$ cat src/rtl/seven_seg_scanner.sv
// Multiplexed common-anode seven-segment scanner with guard blanking,
// leading-zero suppression and frame-synchronous double-buffered display data.

module seven_seg_scanner_chk #(
  parameter int unsigned DIGITS = 4
) (
  input logic              clk,
  input logic              rst,
  input logic [6:0]        seg,
  input logic              dot,
  input logic [DIGITS-1:0] an
);

  // At most one anode may be driven low at any time.
  an_onehot: assert property (@(posedge clk) disable iff (rst) $onehot0(~an));

  // With every anode off, the segment and dot drives must also be dark.
  an_dark: assert property (@(posedge clk) disable iff (rst)
    (an == {DIGITS{1'b1}}) |-> ((seg == 7'b1111111) && dot));

endmodule

module seven_seg_scanner #(
  parameter int unsigned DIGITS  = 4,
  parameter int unsigned CLK_DIV = 50000,
  parameter int unsigned GUARD   = 16
) (
  input  logic                  clk,
  input  logic                  rst,
  input  logic [4*DIGITS-1:0]   value,
  input  logic [DIGITS-1:0]     dp,
  input  logic [DIGITS-1:0]     blank,
  input  logic                  load,
  input  logic                  lzs,
  output logic [6:0]            seg,
  output logic                  dot,
  output logic [DIGITS-1:0]     an,
  output logic                  busy,
  output logic                  frame
);

  localparam int unsigned CW = (CLK_DIV > 1) ? $clog2(CLK_DIV) : 1;
  localparam int unsigned IW = (DIGITS > 1) ? $clog2(DIGITS) : 1;
  localparam logic [CW-1:0] CNT_LAST = CW'(CLK_DIV - 1);
  localparam logic [IW-1:0] IDX_LAST = IW'(DIGITS - 1);

  logic [CW-1:0]          cnt;
  logic [IW-1:0]          idx;
  logic                   pend;
  logic [4*DIGITS-1:0]    pb_value;
  logic [DIGITS-1:0]      pb_dp;
  logic [DIGITS-1:0]      pb_blank;
  logic [4*DIGITS-1:0]    sh_value;
  logic [DIGITS-1:0]      sh_dp;
  logic [DIGITS-1:0]      sh_blank;

  logic                   cnt_last;
  logic                   boundary;
  logic                   in_guard;
  logic [3:0]             cur_nib;
  logic [DIGITS-1:0]      an_sel;
  logic [DIGITS-1:0]      upper_zero;
  logic                   zero_run;
  logic [6:0]             seg_nxt;
  logic                   dot_nxt;
  logic [DIGITS-1:0]      an_nxt;

  function automatic logic [6:0] encode(input logic [3:0] nib);
    logic [6:0] pat;
    case (nib)
      4'h0:    pat = 7'b0001000;
      4'h1:    pat = 7'b1101101;
      4'h2:    pat = 7'b0100010;
      4'h3:    pat = 7'b0100100;
      4'h4:    pat = 7'b1000101;
      4'h5:    pat = 7'b0010100;
      4'h6:    pat = 7'b0010000;
      4'h7:    pat = 7'b0101101;
      4'h8:    pat = 7'b0000000;
      4'h9:    pat = 7'b0000100;
      4'hA:    pat = 7'b0000001;
      4'hB:    pat = 7'b1010000;
      4'hC:    pat = 7'b0011010;
      4'hD:    pat = 7'b1100000;
      4'hE:    pat = 7'b0010010;
      4'hF:    pat = 7'b0010011;
      default: pat = 7'b1111111;
    endcase
    return pat;
  endfunction

  assign cnt_last = (cnt == CNT_LAST);
  assign boundary = cnt_last && (idx == IDX_LAST);
  assign in_guard = (32'(cnt) < GUARD);
  assign cur_nib  = sh_value[{idx, 2'b00} +: 4];
  assign an_sel   = ~(DIGITS'(1'b1) << idx);
  assign busy     = pend;

  // upper_zero[i] is set when displayed digits i..DIGITS-1 are all zero.
  always_comb begin
    upper_zero = {DIGITS{1'b0}};
    zero_run   = 1'b1;
    for (int i = DIGITS - 1; i >= 0; i--) begin
      zero_run      = zero_run & (sh_value[4*i +: 4] == 4'h0);
      upper_zero[i] = zero_run;
    end
  end

  // Drive selection for the current slot from the shadow register.
  always_comb begin
    seg_nxt = 7'b1111111;
    dot_nxt = 1'b1;
    an_nxt  = {DIGITS{1'b1}};
    if (in_guard) begin
      seg_nxt = 7'b1111111;
      dot_nxt = 1'b1;
      an_nxt  = {DIGITS{1'b1}};
    end else if (sh_blank[idx]) begin
      seg_nxt = 7'b1111111;
      dot_nxt = 1'b1;
      an_nxt  = {DIGITS{1'b1}};
    end else if (lzs && (idx != IW'(1'b0)) && upper_zero[idx]) begin
      // Suppressed leading zero keeps its anode so a set decimal point still shows.
      seg_nxt = 7'b1111111;
      dot_nxt = ~sh_dp[idx];
      an_nxt  = an_sel;
    end else begin
      seg_nxt = encode(cur_nib);
      dot_nxt = ~sh_dp[idx];
      an_nxt  = an_sel;
    end
  end

  // Scan counters, load buffering, frame transfer and registered pin drives.
  always_ff @(posedge clk) begin
    if (rst) begin
      cnt      <= {CW{1'b0}};
      idx      <= {IW{1'b0}};
      pend     <= 1'b0;
      pb_value <= {(4*DIGITS){1'b0}};
      pb_dp    <= {DIGITS{1'b0}};
      pb_blank <= {DIGITS{1'b0}};
      sh_value <= {(4*DIGITS){1'b0}};
      sh_dp    <= {DIGITS{1'b0}};
      sh_blank <= {DIGITS{1'b0}};
      seg      <= 7'b1111111;
      dot      <= 1'b1;
      an       <= {DIGITS{1'b1}};
      frame    <= 1'b0;
    end else begin
      if (cnt_last) begin
        cnt <= {CW{1'b0}};
        idx <= (idx == IDX_LAST) ? {IW{1'b0}} : idx + IW'(1'b1);
      end else begin
        cnt <= cnt + CW'(1'b1);
      end

      // A boundary transfer reads the old pending buffer even if a load lands on the same edge.
      if (boundary && pend) begin
        sh_value <= pb_value;
        sh_dp    <= pb_dp;
        sh_blank <= pb_blank;
      end

      if (load) begin
        pb_value <= value;
        pb_dp    <= dp;
        pb_blank <= blank;
        pend     <= 1'b1;
      end else if (boundary) begin
        pend     <= 1'b0;
      end

      frame <= boundary;
      seg   <= seg_nxt;
      dot   <= dot_nxt;
      an    <= an_nxt;
    end
  end

  seven_seg_scanner_chk #(.DIGITS(DIGITS)) u_chk (
    .clk (clk),
    .rst (rst),
    .seg (seg),
    .dot (dot),
    .an  (an)
  );

endmodule

$ cat config.mk
export PLATFORM = sky130hd
export DESIGN_NAME = seven_seg_scanner
export DESIGN_NICKNAME = d
export VERILOG_FILES = /design/src/rtl/seven_seg_scanner.sv
export SDC_FILE = /design/constraint.sdc
export NUM_CORES = 1
export LEC_CHECK = 0
export ABC_AREA = 1
export CAP_MARGIN = 10
export CORE_MARGIN = 10
export CORE_UTILIZATION = 30
export CTS_CLUSTER_SIZE = 8
export DETAILED_ROUTE_END_ITERATION = 12
export HOLD_SLACK_MARGIN = 0.12
export PLACE_DENSITY_LB_ADDON = 0.15
export SKIP_CTS_REPAIR_TIMING = 1
export SYNTH_ARGS = -nofsm -noshare
export SYNTH_HDL_FRONTEND = slang
export SYNTH_SLANG_ARGS = --single-unit
$ cat constraint.sdc
create_clock -name clk -period 1.9 [get_ports clk]
set_clock_uncertainty 0.15 [all_clocks]
set_input_delay 0.38 -clock clk [delete_from_list [all_inputs] [get_ports clk]]
set_output_delay 0.38 -clock clk [all_outputs]
set_load 0.02 [all_outputs]
==> impl_metrics.csv, run 1 <==
group,metric,value,unit
global_route,grt_max_degree,49,
cts,h-tree-depth,3,
final_layout,regArea,1610,sq um
cts,clockBufferDepth,2,
floorplanning,fp.dieW,131,um
route,ant_nets,0,
cts,cts_sinks,80,
hold_path,hold_depth,1,
timing,tns,0,ns
route,drt_pass1_iterations,4,
pwr,ir_drop,0.000403,V
placed_design,post-place-cells,740,
timing,slew_headroom,71.6,%
worst_setup_path,slowest_stage,"clkdlybuf4s50_1",
placed_design,hpwlAfterDp,5.85,mm
final_layout,final_area,4690,sq um
hold_path,min_path_type,"reg -> reg",
timing,min_period,1.81,ns
worst_setup_path,rr_startpoint,"idx[0]",
floorplanning,die_area,17200,sq um
route,drc,0,
hold_path,worstHoldStart,"cnt[0]",
final_layout,fin_cells,756,
cts,cts-root-buf,"clkbuf_16",
timing,rsz0062_at_grt,"no",
global_route,grt_pass1_vias,3109,
timing,final_hold_viol_count,0,
worst_setup_path,crit_chain,"clkdlybuf4s50_1",
worst_setup_path,r2r_cells,10,
final_layout,syn_to_final_growth,26.6,%
route,num_vias,3190,
synth,synth_area,3700,sq um
final_layout,nets,622,
timing,min_period_over_period,95.3,%
synth,synth_largest_area_cell,"dfxtp_1",
worst_setup_path,cp_data_arrival_time,1.28,ns
outcome,status,"completed",
global_route,grt_antenna_before_repair,0,
placed_design,gp_congestion,0.867,
placed_design,numPortBuffers,41,
route,wl_per_cell,10.9,um
global_route,grt_use_total,9.76,%
final_layout,diodes,0,
floorplanning,die_h,131,um
timing,worst_slew_pin_slew,0.426,ns
timing,fin_hold_ws,0.302,ns
final_layout,multi_input_area,1790,sq um
pwr,p_leak,2.08,nW
floorplanning,start_util,30.7,%
timing,final_max_slew_viol_count,0,
final_layout,num-fill-cells,1291,
worst_setup_path,start_kind,"flip-flop",
run,maxCapViolCount,0,
worst_setup_path,crit_required,1.37,ns
timing,finalSetupViolations,0,
route,dr.first_iter.drc_count,202,
worst_setup_path,critPathMaxFanout,1,
synth,synthDistinctLibCells,25,
synth,avgSynthCellArea,6.90,sq um
final_layout,final_util,38.9,%
synth,synth_area_leaders,"dfxtp_1 43%, nand2_1 13%, nor2_1 11%",
floorplanning,core,12100,sq um
timing,fmax,552,MHz
worst_setup_path,slowest_delay,0.61,ns
pwr,cellPowerDensity,831,nW/um^2
cts,cts_made_buffers,9,
worst_setup_path,path_buf_inv,1,
worst_setup_path,crit_path_end_kind,"output pin",
floorplanning,rows,40,
synth,seq_area_frac_synth,43.2,%
floorplanning,io_pins,42,
worst_setup_path,path_class,"reg -> out",
route,avgViaCountPerCell,4.22,
worst_setup_path,critPathLaunch,"an[3]",
cts,clk_transition_reported_paths,0.06,ns
worst_setup_path,critical_path_depth,1,
synth,syn_inst,537,
synth,synth_fp_nets,576,
synth,synth_top_area_share,43.2,%
worst_setup_path,cp_top_family,"buffers and inverters",
synth,synth_warnings,0,
placed_design,placed_area,4340,sq um
final_layout,drive_gt1_share,11.7,%
global_route,grt_remaining_overflow,0,
cts,cts_tree,"built",
cts,clk_latency,0.33,ns
global_route,grt_pass1_wl,14.3,mm
route,wl,8.22,mm
synth,ys_ff_latch,80,
path summary, 6_finish.rpt:
| check | slack (ns) | endpoint |
|---|---|---|
| max | 0.09 | an[3] |
| min | 0.30 | cnt[0] |
| max reg2reg | 0.18 | seg[5] |
| min reg2reg | 0.30 | cnt[0] |
report_power, final:
group | switching, mW | leakage (nW) | internal, mW | total (mW)
sequential | 0.0269 | 0.653 | 1.72 | 1.75
combinational | 0.0757 | 1.26 | 0.0836 | 0.159
clock | 0.672 | 0.170 | 1.32 | 1.99
total | 0.775 | 2.08 | 3.12 | 3.90
synthesized netlist by cell type (all sizes together):
cell type / n
buf: 10
nor3: 4
inv: 54
dfxtp: 80
clkinv: 1
o21ai: 32
clkbuf: 9
xor2: 3
ha: 11
nand3: 36
nand2: 135
nor2: 134
or2: 2
nand4: 6
a21boi: 1
nor3b: 1
a21oi: 18
state kept, by name (all words and copies together) (netlist names):
name	count
seg	7
pb_dp	4
sh_dp	4
busy	1
pb_blank	4
idx	2
pb_value	16
sh_blank	4
dot	1
frame	1
an	4
cnt	16
sh_value	16
per-layer routing:
metal | wire length, um | share of wire [%] | global-route usage, %
met3 | 409 | 5.0 | 3.28
met1 | 4310 | 52 | 12.5
met2 | 3360 | 41 | 14.5
met4 | 139 | 1.7 | 4.38
met5 | 0 | 0 | 0
cells in the final DEF (no fill, tap or decap), types with 2 or more instances in the layout:
master,n
xor2_1,3
nand2_2,5
inv_1,48
o21ai_0,32
or2_2,2
ha_1,11
buf_12,2
nor2_2,21
dfxtp_1,78
nor2_1,111
clkbuf_16,9
clkdlybuf4s50_1,40
nand3_2,2
buf_4,11
nor3_1,4
bufinv_16,3
nand4_1,5
nor2_4,2
inv_2,6
nand3_1,34
nand2_1,130
a21oi_1,18
logic make-up (layout without fill, tap and decap cells):
logic type                 Yosys count  in the layout  synth area share (%)
and+or+nand+nor                    318            318                  36.8
DFF                                 80             80                  43.2
buffers and inverters               74            125                  8.58
AOI/OAI and AO/OA                   51             51                  6.96
adders and majority gates           11             11                  3.71
xor gates and xnor gates             3              3                 0.709
cell type report:
cell class,count,share of cell area (%)
multi-input combinational,383,38.1
clock inverter,5,2.21
sequential,80,34.2
inverter,55,4.40
clock buffer,11,5.17
tap,168,4.48
timing repair buffer,54,11.4
per-stage QoR:
step / power [mW] / setup slack (ns)
after floorplan: 1.85 / 0.0809
after global placement: 1.94 / -0.0197
after detailed placement: 1.94 / -0.0275
after CTS: 3.97 / -0.0404
after global routing: 4.06 / 0.0316
final: 3.90 / 0.0900
Note: power is estimated with default switching activity, not from simulation.
==> inputs of run 2 (changes only) <==
Settings changed: CTS_CLUSTER_SIZE 8 to default.
==> results of run 2 <==
No change in the layout: final DEF, timing and power equal those of run 1.
